$ cat config.mk
export PLATFORM = sky130hd
export DESIGN_NAME = fifo_rd_stream_flat
export DESIGN_NICKNAME = d
export VERILOG_FILES = /design/src/rtl/fifo_rd_pkg.sv /design/src/rtl/fifo_rd_stream_if.sv /design/src/rtl/rd_skid_buf.sv /design/src/rtl/fifo_rd_stream.sv /design/src/flat_wrapper.sv
export SDC_FILE = /design/constraint.sdc
export NUM_CORES = 1
export LEC_CHECK = 0
export BUFFER_PORTS_ARGS = -buffer_cell sky130_fd_sc_hd__buf_2
export CAP_MARGIN = 10
export CORE_ASPECT_RATIO = 1.4
export CORE_UTILIZATION = 30
export CTS_CLUSTER_SIZE = 10
export DETAILED_ROUTE_END_ITERATION = 10
export GPL_TIMING_DRIVEN = 0
export PLACE_DENSITY = 0.58
export SYNTH_ARGS = -nofsm -noshare
export SYNTH_HDL_FRONTEND = slang
export SYNTH_HIERARCHICAL = 1
export SYNTH_SLANG_ARGS = --single-unit
$ cat constraint.sdc
create_clock -name rclk -period 2.65 [get_ports rclk]
set_clock_uncertainty 0.1 [all_clocks]
set_input_delay 0.265 -clock rclk [delete_from_list [all_inputs] [get_ports rclk]]
set_output_delay 0.265 -clock rclk [all_outputs]
set_load 0.05 [all_outputs]
$ cat src/rtl/fifo_rd_pkg.sv
// Shared types and defaults for the async FIFO read-side stream.
// Occupancy encoding doubles as the buffered word count.
package fifo_rd_pkg;

    typedef enum logic [1:0] {
        OCC_EMPTY = 2'd0,
        OCC_ONE   = 2'd1,
        OCC_TWO   = 2'd2
    } occ_e;

    localparam int DSIZE_DEF = 8;
    localparam int CNTW_DEF  = 16;

endpackage

$ cat src/rtl/fifo_rd_stream_if.sv
// Valid/ready stream bundle leaving the FIFO read side.
// master drives data/valid, slave drives ready.
interface fifo_rd_stream_if #(
    parameter int DSIZE = 8
);

    logic [DSIZE-1:0] out_data;
    logic             out_valid;
    logic             out_ready;

    modport master (
        output out_data,
        output out_valid,
        input  out_ready
    );

    modport slave (
        input  out_data,
        input  out_valid,
        output out_ready
    );

endinterface

$ cat src/rtl/rd_skid_buf.sv
// Two-entry output buffer with occupancy FSM.
// Entry 0 is the head; a dequeue shifts entry 1 forward.
module rd_skid_buf
    import fifo_rd_pkg::*;
#(
    parameter int DSIZE = DSIZE_DEF
) (
    input  logic             clk,
    input  logic             rst,
    input  logic             clear,
    input  logic             push,
    input  logic [DSIZE-1:0] data_in,
    input  logic             deq,
    output occ_e             occ,
    output logic [DSIZE-1:0] head
);

    occ_e             occ_q, occ_n;
    logic [DSIZE-1:0] e0_q, e0_n;
    logic [DSIZE-1:0] e1_q, e1_n;

    // State and entry registers.
    always_ff @(posedge clk) begin
        if (rst) begin
            occ_q <= OCC_EMPTY;
            e0_q  <= '0;
            e1_q  <= '0;
        end else begin
            occ_q <= occ_n;
            e0_q  <= e0_n;
            e1_q  <= e1_n;
        end
    end

    // Next occupancy and slot loads; a push lands in the first free slot
    // after any same-cycle dequeue.
    always_comb begin
        occ_n = occ_q;
        e0_n  = e0_q;
        e1_n  = e1_q;
        if (clear) begin
            occ_n = OCC_EMPTY;
        end else begin
            unique case (occ_q)
                OCC_EMPTY: begin
                    if (push) begin
                        occ_n = OCC_ONE;
                        e0_n  = data_in;
                    end
                end
                OCC_ONE: begin
                    if (push && deq) begin
                        e0_n = data_in;
                    end else if (push) begin
                        occ_n = OCC_TWO;
                        e1_n  = data_in;
                    end else if (deq) begin
                        occ_n = OCC_EMPTY;
                    end
                end
                OCC_TWO: begin
                    if (deq) begin
                        occ_n = OCC_ONE;
                        e0_n  = e1_q;
                    end
                end
                default: occ_n = OCC_EMPTY;
            endcase
        end
    end

    assign occ  = occ_q;
    assign head = e0_q;

endmodule

$ cat src/rtl/fifo_rd_stream.sv
// Async FIFO read-side consumer: pops words into a 2-entry buffer and
// presents them as a registered stream, with flush and word counters.
module fifo_rd_stream
    import fifo_rd_pkg::*;
#(
    parameter int DSIZE = DSIZE_DEF,
    parameter int CNTW  = CNTW_DEF
) (
    input  logic                  rclk,
    input  logic                  rrst,
    input  logic [DSIZE-1:0]      rdata,
    input  logic                  rempty,
    output logic                  rinc,
    input  logic                  flush,
    fifo_rd_stream_if.master      st,
    output logic [CNTW-1:0]       out_cnt,
    output logic [CNTW-1:0]       drop_cnt,
    output logic                  busy
);

    occ_e       occ;
    logic [1:0] occ_bits;
    logic       push;
    logic       deq;

    // Pop depends only on registered state, never on out_ready.
    assign rinc     = !rrst && !rempty && (flush || occ != OCC_TWO);
    assign push     = rinc && !flush;
    assign deq      = st.out_valid && st.out_ready && !flush;
    assign occ_bits = occ;

    assign st.out_valid = (occ != OCC_EMPTY);
    assign busy         = (occ != OCC_EMPTY) || !rempty;

    rd_skid_buf #(
        .DSIZE(DSIZE)
    ) u_buf (
        .clk    (rclk),
        .rst    (rrst),
        .clear  (flush),
        .push   (push),
        .data_in(rdata),
        .deq    (deq),
        .occ    (occ),
        .head   (st.out_data)
    );

    // Delivered and dropped word counters, wrapping silently.
    always_ff @(posedge rclk) begin
        if (rrst) begin
            out_cnt  <= '0;
            drop_cnt <= '0;
        end else begin
            if (deq) begin
                out_cnt <= out_cnt + 1'b1;
            end
            if (flush) begin
                drop_cnt <= drop_cnt + CNTW'(occ_bits) + CNTW'(rinc);
            end
        end
    end

endmodule

$ cat src/flat_wrapper.sv
// flat-port wrapper written by rule: the top's interface ports become plain ports
module fifo_rd_stream_flat import fifo_rd_pkg::*;
#(
    parameter int DSIZE = DSIZE_DEF,
    parameter int CNTW  = CNTW_DEF
)
  (rclk, rrst, rdata, rempty, rinc, flush, out_cnt, drop_cnt, busy, st_out_data, st_out_valid, st_out_ready);
  fifo_rd_stream_if #(.DSIZE(DSIZE)) st_i ();
  input  logic rclk;
  input  logic rrst;
  input  logic [DSIZE-1:0] rdata;
  input  logic rempty;
  output logic rinc;
  input  logic flush;
  output logic [CNTW-1:0] out_cnt;
  output logic [CNTW-1:0] drop_cnt;
  output logic busy;
  output wire logic [$bits(st_i.out_data)-1:0] st_out_data;
  output wire logic [$bits(st_i.out_valid)-1:0] st_out_valid;
  input wire logic [$bits(st_i.out_ready)-1:0] st_out_ready;
  assign st_out_data = st_i.out_data;
  assign st_out_valid = st_i.out_valid;
  assign st_i.out_ready = st_out_ready;
  fifo_rd_stream #(.DSIZE(DSIZE), .CNTW(CNTW)) u_core (.rclk(rclk), .rrst(rrst), .rdata(rdata), .rempty(rempty), .rinc(rinc), .flush(flush), .st(st_i), .out_cnt(out_cnt), .drop_cnt(drop_cnt), .busy(busy));
endmodule
Yosys cells after proc, flatten, opt, wreduce, memory -nomap -nowiden
Index checks and enable logic that the tools add are counted.
{"block": "op_classes", "bitwise_logic": 2, "reduce_logical": 18, "n_eq_ne": 8, "n_mux": 10, "add_sub_neg": 3}
{"op": "$mux W8", "n": 3}
{"op": "$pmux W8 S3", "n": 1}
{"op": "$add A16 B1 Y16", "n": 1}
{"op": "$add A16 B1 Y16 const B", "n": 1}
{"op": "$add A16 B2 Y16", "n": 1}
{"op": "$mux W2", "n": 5}
{"op": "$ne A2 B2 Y1 const B", "n": 5}
{"op": "$reduce_and A4 Y1", "n": 2}
{"op": "$logic_and A1 B1 Y1", "n": 6}
{"op": "$pmux W2 S3", "n": 1}
{"op": "$reduce_and A5 Y1", "n": 1}
{"op": "$logic_not A1 Y1", "n": 3}
{"op": "$ne A3 B3 Y1 const B", "n": 1}
{"op": "$reduce_bool A3 Y1", "n": 1}
{"op": "$eq A2 B1 Y1 const B", "n": 1}
{"op": "$eq A2 B2 Y1 const B", "n": 1}
{"op": "$logic_not A2 Y1", "n": 1}
{"op": "$logic_or A1 B1 Y1", "n": 2}
{"op": "$not A1 Y1", "n": 2}
{"op": "$reduce_bool A2 Y1", "n": 1}
{"op": "$reduce_or A2 Y1", "n": 1}
{"block": "word_totals", "wordCells": 46, "out_inout_bits": 43, "input_bits": 13, "reg_bits": 50}

Logic depth before layout (Yosys ltp)
Gate-level depths: netlist (run 1).
{"block": "depth", "ltp_word": 7, "depth_mapped": 10, "mapped_depth_nobuf": 10}

By module
Netlist (run 1), hierarchy kept.
{"module": "fifo_rd_stream", "n_inst": 1, "seq_area_each_um2": 640.6, "area_per_inst_um2": 1561.5, "cells_per_inst": 186}
{"module": "rd_skid_buf", "n_inst": 1, "seq_area_each_um2": 360.3, "area_per_inst_um2": 853.3, "cells_per_inst": 87}

Least setup slack after synthesis (run 1)
No wires, ideal clock.
{"block": "synth_path", "path_kind": "input-to-reg", "startpoint": "in flush", "endpoint": "reg u_core.drop_cnt[12]", "n_path_buf": 1, "t_required_ps": 2422, "path_stages": 10, "setup_slack_ps": -900, "t_arrival_ps": 3323, "setup_time_ps": 128, "path_cell_list": "clkbuf_1 nor3_1 nor3_1 inv_1 fa_1 fa_1 nand3b_1 nor4_1 xnor2_1 nor2_1"}
{"block": "synth_via", "elab_chain_len": 3}
{"element": "from (decl)", "line_no": "flat_wrapper.sv:14", "rtl": "input logic flush;"}
{"element": "$logic_or A1 B1 Y1", "line_no": "fifo_rd_stream.sv:27", "rtl": "assign rinc = !rrst && !rempty && (flush || occ != OCC_TWO);"}
{"element": "$logic_and A1 B1 Y1", "line_no": "fifo_rd_stream.sv:27"}
{"element": "named net rinc", "line_no": "flat_wrapper.sv:13", "rtl": "output logic rinc;"}
{"element": "$add A16 B1 Y16", "line_no": "fifo_rd_stream.sv:58", "rtl": "drop_cnt <= drop_cnt + CNTW'(occ_bits) + CNTW'(rinc);"}
{"element": "to (signal assigned)", "line_no": "fifo_rd_stream.sv:58"}
{"element": "to (decl)", "line_no": "fifo_rd_stream.sv:17", "rtl": "output logic [CNTW-1:0] drop_cnt,"}
The timed path passes the listed nets, and every way through them passes these cells.
A chain may end at the register's enable or synchronous reset.

Final worst setup path (run 1)
{"block": "layout_path", "startpoint": "reg u_core.u_buf.occ_q[1], in the netlist u_core/u_buf/occ[1]", "endpoint": "reg u_core.drop_cnt[14]"}
{"block": "layout_via", "elab_chain_len": 4, "elab_cells_between_ends": 5, "classes_between": "2 x add/sub; 1 x eq/ne; 2 x reduce/logical"}
{"element": "from (decl)", "line_no": "rd_skid_buf.sv:18", "rtl": "occ_e occ_q, occ_n;"}
{"element": "from (signal assigned)", "line_no": "rd_skid_buf.sv:29", "rtl": "occ_q <= occ_n;"}
{"element": "branches (longest 3 deep; another with $add A16 B2 Y16)"}
{"element": "$add A16 B1 Y16 *", "line_no": "fifo_rd_stream.sv:58"}
Mark *: on every way between the ends.

==> results.sh, run 1 <==
export IMPL_cp_start_kind="register"
export IMPL_synth_async_reset_ratio_pct=0
export IMPL_worst_ep_required_time_ns=2.74
export IMPL_hpwl_mm=4.14
export IMPL_routed_via_count=2167
export IMPL_rsz_0062_raised_after_global_routing="false"
export IMPL_cts_hold_buffers=0
export IMPL_final_period_minus_worst_setup_slack_ns=2.44
export IMPL_wire_length_the_detailed_router_placed_on_met1_mm=2.59
export IMPL_gr_total_overflow=0
export IMPL_cts_buffers=5
export IMPL_routed_via_count_divided_by_cell_count=4.98
export IMPL_cell_variety_after_synth=41
export IMPL_finalCoreUtilization_pct=38.1
export IMPL_drt_pre_antenna_iters=4
export IMPL_floorplan_core_area_um2=7800
export IMPL_dieArea_um2=8420
export IMPL_finalSetupViolations=0
export IMPL_post_synth_top_area_cell="sky130_fd_sc_hd__dfxtp_1"
export IMPL_synthTopCellsByArea="sky130_fd_sc_hd__dfxtp_1 (41%), sky130_fd_sc_hd__a211oi_1 (6.2%), sky130_fd_sc_hd__a21oi_1 (4.6%)"
export IMPL_synth_simple_area_share_pct=22.4
export IMPL_pin_count_of_the_biggest_net_entering_global_routing=16
export IMPL_fin_nets=351
export IMPL_synth_area_um2=2410
export IMPL_max_vdd_ir_drop_uv=235
export IMPL_period_share_pct=92.2
export IMPL_gpl_final_weighted_congestion=0.731
export IMPL_cap_violations=0
export IMPL_hold_path_startpoint="rdata[3]"
export IMPL_synth_top_cell_area_share_pct=41.5
export IMPL_final_max_slew_violation_count=0
export IMPL_largest_family_of_logic_cells_by_synthesized_area="simple AND/OR/NAND/NOR gates"
export IMPL_drt_initial_drc_count=86
export IMPL_insertedDiodeCount=0
export IMPL_number_of_synthesized_register_bits=50
export IMPL_initial_utilization_pct=31.0
export IMPL_routed_wire_length_per_instance_um=12.9
export IMPL_area_delta_synth_final_pct=22.9
export IMPL_worst_slew_pin_transition_ns=0.834
export IMPL_synthesis_instances=273
export IMPL_route_met3_wl_um=270
export IMPL_detail_route_drc_violations=0
export IMPL_clock_insertion_delay_worst_skew_ns=0.31
export IMPL_antenna_left=0
export IMPL_timing_slew_headroom_pct=44.0
export IMPL_instances_no_fill=435
export IMPL_syn_nets=290
export IMPL_io_buffer_count=54
export IMPL_highest_layer_used_for_signal_routing="met4"
export IMPL_grt_util_all_layers_pct=13.9
export IMPL_number_of_primary_i_o_pins=56
export IMPL_place_inst=427
export IMPL_drive_above_1_share_pct=25.4
export IMPL_die_height_um=108
export IMPL_cts_tree="yes"
export IMPL_floorplan_rows=38
export IMPL_worstHoldPathType="input port to register"
export IMPL_synth_top_flop_cell="sky130_fd_sc_hd__dfxtp_1"
export IMPL_cts_setup_buffers=0
export IMPL_first_global_vias=1937
export IMPL_power_static_leakage_uw=0.00115
export IMPL_clk_pin_slew_worst_paths_ns=0.10
export IMPL_muxShareOfSynthArea_pct=3.94
export IMPL_setup_worst_path_end_class="register"
export IMPL_ys_warn_count=6
export IMPL_syn_mean_instance_area_um2=8.85
export IMPL_r2r_start="u_core/u_buf/occ[1]"
export IMPL_startpoint="u_core/u_buf/occ[1]"
export IMPL_root_buffer="sky130_fd_sc_hd__clkbuf_8"
export IMPL_grt_antenna_before_repair=0
export IMPL_sequential_element_share_of_the_synthesized_area_pct=41.5
export IMPL_resized_cells_post_cts=0
export IMPL_total_number_of_h_tree_levels=2
export IMPL_synth_edff_count=0
export IMPL_worstSetupPathType="register to register"
export IMPL_power_density_cell_area_nw_per_um2=467
export IMPL_die_width_um=77.8
export IMPL_routed_wl_mm=5.61
export IMPL_synth_compound_gate_area_share_pct=18.4
export IMPL_reg2reg_setup_slack_ns=0.21
export IMPL_grt_pass1_wl_mm=9.35
export IMPL_clock_sink_count=50
export IMPL_total_length_of_routed_met2_wires_mm=2.69
export IMPL_timing_critical_path_fanout_max=10
export IMPL_adder_cell_share_of_the_synthesized_area_pct=2.69
export IMPL_run_status="finished clean"
export IMPL_arrival_time_of_the_worst_setup_path_ns=2.54
export IMPL_number_of_buffers_on_the_longest_clock_path=2
export IMPL_synth_xor_area_share_pct=5.80
export IMPL_timing_hold_violations_final=0
export IMPL_maximum_frequency_from_static_timing_analysis_mhz=409
==> worst paths after layout <==
kind / end / cells after the start
hold / removal: u_core/u_buf/e1_q[3] / 3
setup / recovery: u_core/drop_cnt[14] / 10
hold reg to reg: u_core/u_buf/e1_q[5] / 2
setup reg to reg: u_core/drop_cnt[14] / 10
==> worst max-delay path: stages (launching register included) <==
cell and delay (ns):
sky130_fd_sc_hd__dfxtp_4 0.40, sky130_fd_sc_hd__inv_4 0.07, sky130_fd_sc_hd__nor3_2 0.05, sky130_fd_sc_hd__nor3_4 0.19, sky130_fd_sc_hd__inv_2 0.06, sky130_fd_sc_hd__fa_2 0.38, sky130_fd_sc_hd__fa_2 0.36, sky130_fd_sc_hd__nand3b_1 0.22
sky130_fd_sc_hd__nor4_2 0.30, sky130_fd_sc_hd__xnor2_1 0.16, sky130_fd_sc_hd__nor2_1 0.05
==> registers in the layout (all words and copies together), names as in the netlist <==
register	flops
u_core/out_cnt	16
u_core/drop_cnt	16
u_core/u_buf/occ	2
u_core/u_buf/head	8
u_core/u_buf/e1_q	8
==> Yosys cell counts (2+ instances only) <==
cell	n
sky130_fd_sc_hd__dfxtp_1	50
sky130_fd_sc_hd__a21oi_1	22
sky130_fd_sc_hd__nor2_1	22
sky130_fd_sc_hd__a211oi_1	20
sky130_fd_sc_hd__nand3_1	18
sky130_fd_sc_hd__inv_1	16
sky130_fd_sc_hd__o21ai_0	13
sky130_fd_sc_hd__nand2_1	11
sky130_fd_sc_hd__xnor2_1	10
sky130_fd_sc_hd__clkbuf_1	8
sky130_fd_sc_hd__mux2i_1	8
sky130_fd_sc_hd__nand4_1	8
sky130_fd_sc_hd__a21o_1	7
sky130_fd_sc_hd__nor3_1	6
sky130_fd_sc_hd__xor2_1	6
sky130_fd_sc_hd__or4_1	5
sky130_fd_sc_hd__o31ai_1	4
sky130_fd_sc_hd__or3_1	4
sky130_fd_sc_hd__buf_2	3
sky130_fd_sc_hd__nand2b_1	3
sky130_fd_sc_hd__nor4_1	3
sky130_fd_sc_hd__and3_1	2
sky130_fd_sc_hd__and4bb_1	2
sky130_fd_sc_hd__buf_6	2
sky130_fd_sc_hd__fa_1	2
sky130_fd_sc_hd__ha_1	2
sky130_fd_sc_hd__nand3b_1	2
==> where the power goes <==
| group | internal [µW] | switching, µW | total [µW] | leakage [µW] |
|---|---|---|---|---|
| sequential | 758 | 6.12 | 764 | 0.000405 |
| combinational | 35.4 | 86.1 | 121 | 0.000689 |
| clock | 240 | 262 | 502 | 0.0000544 |
| total | 1030 | 354 | 1390 | 0.00115 |
==> routing by layer <==
layer,track usage [%],up-vias
met3,3.29,5
met4,4.04,0
li1,-,1113
met1,17.1,1000
met5,0,-
met2,23.8,49
==> cell usage in the layout, fill, tap and decap left out, types with 2 or more instances in the layout <==
master,instances
sky130_fd_sc_hd__buf_2,57
sky130_fd_sc_hd__dfxtp_1,48
sky130_fd_sc_hd__nor2_1,22
sky130_fd_sc_hd__a21oi_1,22
sky130_fd_sc_hd__a211oi_1,20
sky130_fd_sc_hd__nand3_1,18
sky130_fd_sc_hd__inv_1,14
sky130_fd_sc_hd__o21ai_0,13
sky130_fd_sc_hd__nand2_1,11
sky130_fd_sc_hd__xnor2_1,10
sky130_fd_sc_hd__clkbuf_8,8
sky130_fd_sc_hd__nand4_1,8
sky130_fd_sc_hd__mux2i_1,8
sky130_fd_sc_hd__clkbuf_1,7
sky130_fd_sc_hd__a21o_1,7
sky130_fd_sc_hd__xor2_1,6
sky130_fd_sc_hd__or4_1,5
sky130_fd_sc_hd__o31ai_1,4
sky130_fd_sc_hd__nor3_1,4
sky130_fd_sc_hd__or3_1,4
sky130_fd_sc_hd__nand2b_1,3
sky130_fd_sc_hd__nor4_2,3
sky130_fd_sc_hd__buf_6,2
sky130_fd_sc_hd__and3_1,2
sky130_fd_sc_hd__nand3b_1,2
sky130_fd_sc_hd__fa_2,2
sky130_fd_sc_hd__ha_1,2
sky130_fd_sc_hd__and4bb_1,2
==> metrics by stage <==
stage	hold slack, ns	worst slack [ns]	setup TNS (ns)	power (µW)	area (µm²)
4_1_cts	0.106	0.171	0	1400	2970
3_3_place_gp	0.360	0.0593	0	903	2860
2_1_floorplan	0.313	-0.0111	-0.0111	866	2470
6_report	0.115	0.207	0	1390	2970
3_5_place_dp	0.366	0.0237	0	904	2860
5_1_grt	0.108	0.0245	0	1450	2970
==> cell families after synthesis <==
| family | after synthesis |
|---|---|
| and+or+nand+nor | 96 |
| muxes | 9 |
| xor gates and xnor gates | 16 |
| DFF | 50 |
| buffers and inverters | 29 |
| adders and majority gates | 4 |
| AOI/OAI and AO/OA | 69 |
==> final cells by class <==
type,instances,area (µm²)
Sequential cell,50,1010
Inverter,16,62.6
Fill cell,824,4830
Clock buffer,7,96.3
Timing Repair Buffer,54,270
Tap cell,100,125
Buffer,13,77.6
Multi-Input combinational cell,194,1320
Clock inverter,1,8.76
Power figures use the tool's default switching activity.
==> inputs of run 2 (changes only) <==
--- a/config.mk
+++ b/config.mk
@@ -8,11 +8,12 @@
 export BUFFER_PORTS_ARGS = -buffer_cell sky130_fd_sc_hd__buf_2
 export CAP_MARGIN = 10
 export CORE_ASPECT_RATIO = 1.4
-export CORE_UTILIZATION = 30
+export CORE_UTILIZATION = 35
+export CTS_BUF_LIST = sky130_fd_sc_hd__clkbuf_16
 export CTS_CLUSTER_SIZE = 10
 export DETAILED_ROUTE_END_ITERATION = 10
 export GPL_TIMING_DRIVEN = 0
-export PLACE_DENSITY = 0.58
+export PLACE_DENSITY = 0.64
 export SYNTH_ARGS = -nofsm -noshare
 export SYNTH_HDL_FRONTEND = slang
 export SYNTH_HIERARCHICAL = 1
==> results.sh, run 2 (same netlist as run 1, synthesis figures left out) <==
export IMPL_run_status="finished clean"
export IMPL_timing_hold_violations_final=0
export IMPL_dp_worst_setup_slack_ns=0.0702
export IMPL_crit_chain="inv_4 > nor3_2 > nor3_4 > inv_2 > fa_2 > fa_2 > nand3b_1 > nor4_2 > xnor2_1 > nor2_1"
export IMPL_number_of_buffers_on_the_longest_clock_path=2
export IMPL_slowest_delay_ns=0.39
export IMPL_sequentialPowerShare_pct=48.0
export IMPL_worstSetupPathType="register to register"
export IMPL_r2r_start="u_core/u_buf/occ[1]"
export IMPL_rsz_0062_raised_after_global_routing="false"
export IMPL_final_period_minus_worst_setup_slack_ns=2.44
export IMPL_worst_path_dominant_cell_family="simple AND/OR/NAND/NOR gates"
export IMPL_drt_initial_drc_count=105
export IMPL_die_width_um=72.2
export IMPL_cap_violations=0
export IMPL_first_global_vias=2029
export IMPL_fin_setup_tns_ns=0
export IMPL_period_share_pct=91.9
export IMPL_floorplan_rows=35
export IMPL_clk_pin_slew_worst_paths_ns=0.07
export IMPL_power_static_leakage_uw=0.00118
export IMPL_timing_slew_headroom_pct=40.8
export IMPL_power_density_cell_area_nw_per_um2=527
export IMPL_routed_via_count=2192
export IMPL_rr_endpoint="u_core/drop_cnt[14]"
export IMPL_maximum_frequency_from_static_timing_analysis_mhz=411
export IMPL_met1_grt_util_pct=19.0
export IMPL_switching_share_pct=22.5
export IMPL_routed_wire_length_per_instance_um=12.8
export IMPL_die_height_um=100
export IMPL_total_number_of_h_tree_levels=2
export IMPL_place_inst=419
export IMPL_floorplan_core_area_um2=6610
export IMPL_drt_pre_antenna_iters=4
export IMPL_routed_wl_mm=5.47
export IMPL_grt_busiest_layer="met2"
export IMPL_worstHoldPathType="input port to register"
export IMPL_grt_pass1_wl_mm=9.10
export IMPL_clock_power_share_pct=44.3
export IMPL_final_critical_path_setup_slack_ns=0.215
export IMPL_antenna_left=0
export IMPL_number_of_fill_cells=664
export IMPL_final_max_slew_violation_count=0
export IMPL_fin_nets=351
export IMPL_cts_setup_buffers=0
export IMPL_p_switching_uw=358
export IMPL_pin_count_of_the_biggest_net_entering_global_routing=15
export IMPL_fin_worst_hold_slack_ns=0.142
export IMPL_gpl_final_weighted_congestion=0.782
export IMPL_cts_hold_buffers=0
export IMPL_hold_path_startpoint="rdata[5]"
export IMPL_area_delta_synth_final_pct=24.9
export IMPL_place_area_um2=2850
export IMPL_worst_path_max_delay_cell="sky130_fd_sc_hd__dfxtp_4"
export IMPL_layout_cells_most_common_list="sky130_fd_sc_hd__buf_2 (57), sky130_fd_sc_hd__dfxtp_1 (48), sky130_fd_sc_hd__nor2_1 (22), sky130_fd_sc_hd__a21oi_1 (22), sky130_fd_sc_hd__a211oi_1 (20)"
export IMPL_arrival_time_of_the_worst_setup_path_ns=2.49
export IMPL_met2_usage_pct=27.7
export IMPL_insertedDiodeCount=0
export IMPL_combPwrFrac_pct=7.7
export IMPL_gr_total_overflow=0
export IMPL_dieArea_um2=7240
export IMPL_detail_route_drc_violations=0
export IMPL_hold_path_cell_count=3
export IMPL_worst_r2r_cell_count=10
export IMPL_cts_buffers=5
export IMPL_layout_cells_most_common="sky130_fd_sc_hd__buf_2"
export IMPL_internal_power_uw=1230
export IMPL_number_of_primary_i_o_pins=56
export IMPL_top_regs="u_core/drop_cnt (16), u_core/out_cnt (16)"
export IMPL_instances_no_fill=427
export IMPL_max_vdd_ir_drop_uv=253
export IMPL_clock_sink_count=50
export IMPL_routed_via_count_divided_by_cell_count=5.13
export IMPL_cp_buffers_inverters=2
export IMPL_worst_slew_pin_transition_ns=0.881
export IMPL_drive_above_1_share_pct=24.8
export IMPL_finalSetupViolations=0
export IMPL_crit_path_frequent_cell="sky130_fd_sc_hd__fa_2"
export IMPL_cp_start_kind="register"
export IMPL_setup_worst_path_end_class="register"
export IMPL_clock_insertion_delay_worst_skew_ns=0.28
export IMPL_resized_cells_post_cts=0
export IMPL_hpwl_mm=3.97
export IMPL_root_buffer="sky130_fd_sc_hd__clkbuf_16"
export IMPL_grt_antenna_before_repair=0
export IMPL_finalInstanceArea_um2=3020
export IMPL_grt_util_all_layers_pct=15.7
export IMPL_worst_ep_required_time_ns=2.71
export IMPL_initial_utilization_pct=36.5
export IMPL_timing_critical_path_fanout_max=10
export IMPL_io_buffer_count=54
export IMPL_cts_tree="yes"
export IMPL_grt_use_met3_pct=2.51
export IMPL_min_delay_worst_endpoint="u_core/u_buf/e1_q[5]"
export IMPL_reg2reg_setup_slack_ns=0.21
[run 2: changes by cell type in the layout (fill, tap and decap cells not counted)]
| cell | before | now |
|---|---|---|
| sky130_fd_sc_hd__inv_1 | 14 | 16 |
| sky130_fd_sc_hd__clkbuf_8 | 8 | 1 |
| sky130_fd_sc_hd__clkbuf_16 | 0 | 5 |
| sky130_fd_sc_hd__bufinv_16 | 0 | 1 |
| sky130_fd_sc_hd__clkinv_4 | 1 | 0 |
[run 2: final cells by class]
class / count / area (µm²) / share of cell area, %
Sequential cell: 50 / 1010 / 33.4
Clock inverter: 3 / 37.5 / 1.24
Buffer: 13 / 77.6 / 2.57
Clock buffer: 5 / 125 / 4.15
Timing Repair Buffer: 54 / 270 / 8.96
Inverter: 16 / 62.6 / 2.07
Multi-Input combinational cell: 194 / 1320 / 43.8
Tap cell: 92 / 115 / 3.82
[run 2: stage by stage]
| stage | power [µW] | utilization (%) |
|---|---|---|
| floorplan | 866 | - |
| global placement | 901 | 43.1 |
| detailed placement | 903 | 43.1 |
| CTS | 1610 | 45.6 |
| global route | 1650 | 45.6 |
| finish | 1590 | 45.6 |
[run 2: worst min-delay path, cell delays in order]
cell	delay (ns)
sky130_fd_sc_hd__buf_2	0.11
sky130_fd_sc_hd__nand3_1	0.06
sky130_fd_sc_hd__a21oi_1	0.05
[run 2: power by group through the flow]
stage	registers [µW]	logic, µW	clock network (µW)
5_1_grt	764	132	752
2_1_floorplan	805	60.6	0
3_5_place_dp	781	122	0
3_3_place_gp	781	120	0
6_report	764	122	705
4_1_cts	764	123	720
[run 2: how the worst max path moves through the flow]
stage / from / endpoint / slack [ns] / cells past startpoint
floorplan: u_core/u_buf/occ[1] / u_core/drop_cnt[14] / -0.01 / 10
global placement: flush / u_core/drop_cnt[14] / 0.05 / 11
detailed placement: flush / u_core/drop_cnt[13] / 0.07 / 10
CTS: u_core/u_buf/occ[1] / u_core/drop_cnt[13] / 0.20 / 9
global route: u_core/u_buf/occ[1] / u_core/drop_cnt[14] / 0.06 / 10
finish: u_core/u_buf/occ[1] / u_core/drop_cnt[14] / 0.21 / 10
[run 2: layer usage]
metal	up-vias	part of all wire [%]
met2	47	49
met1	1035	46
met5	-	0
li1	1108	-
met3	2	3.7
met4	0	0.70
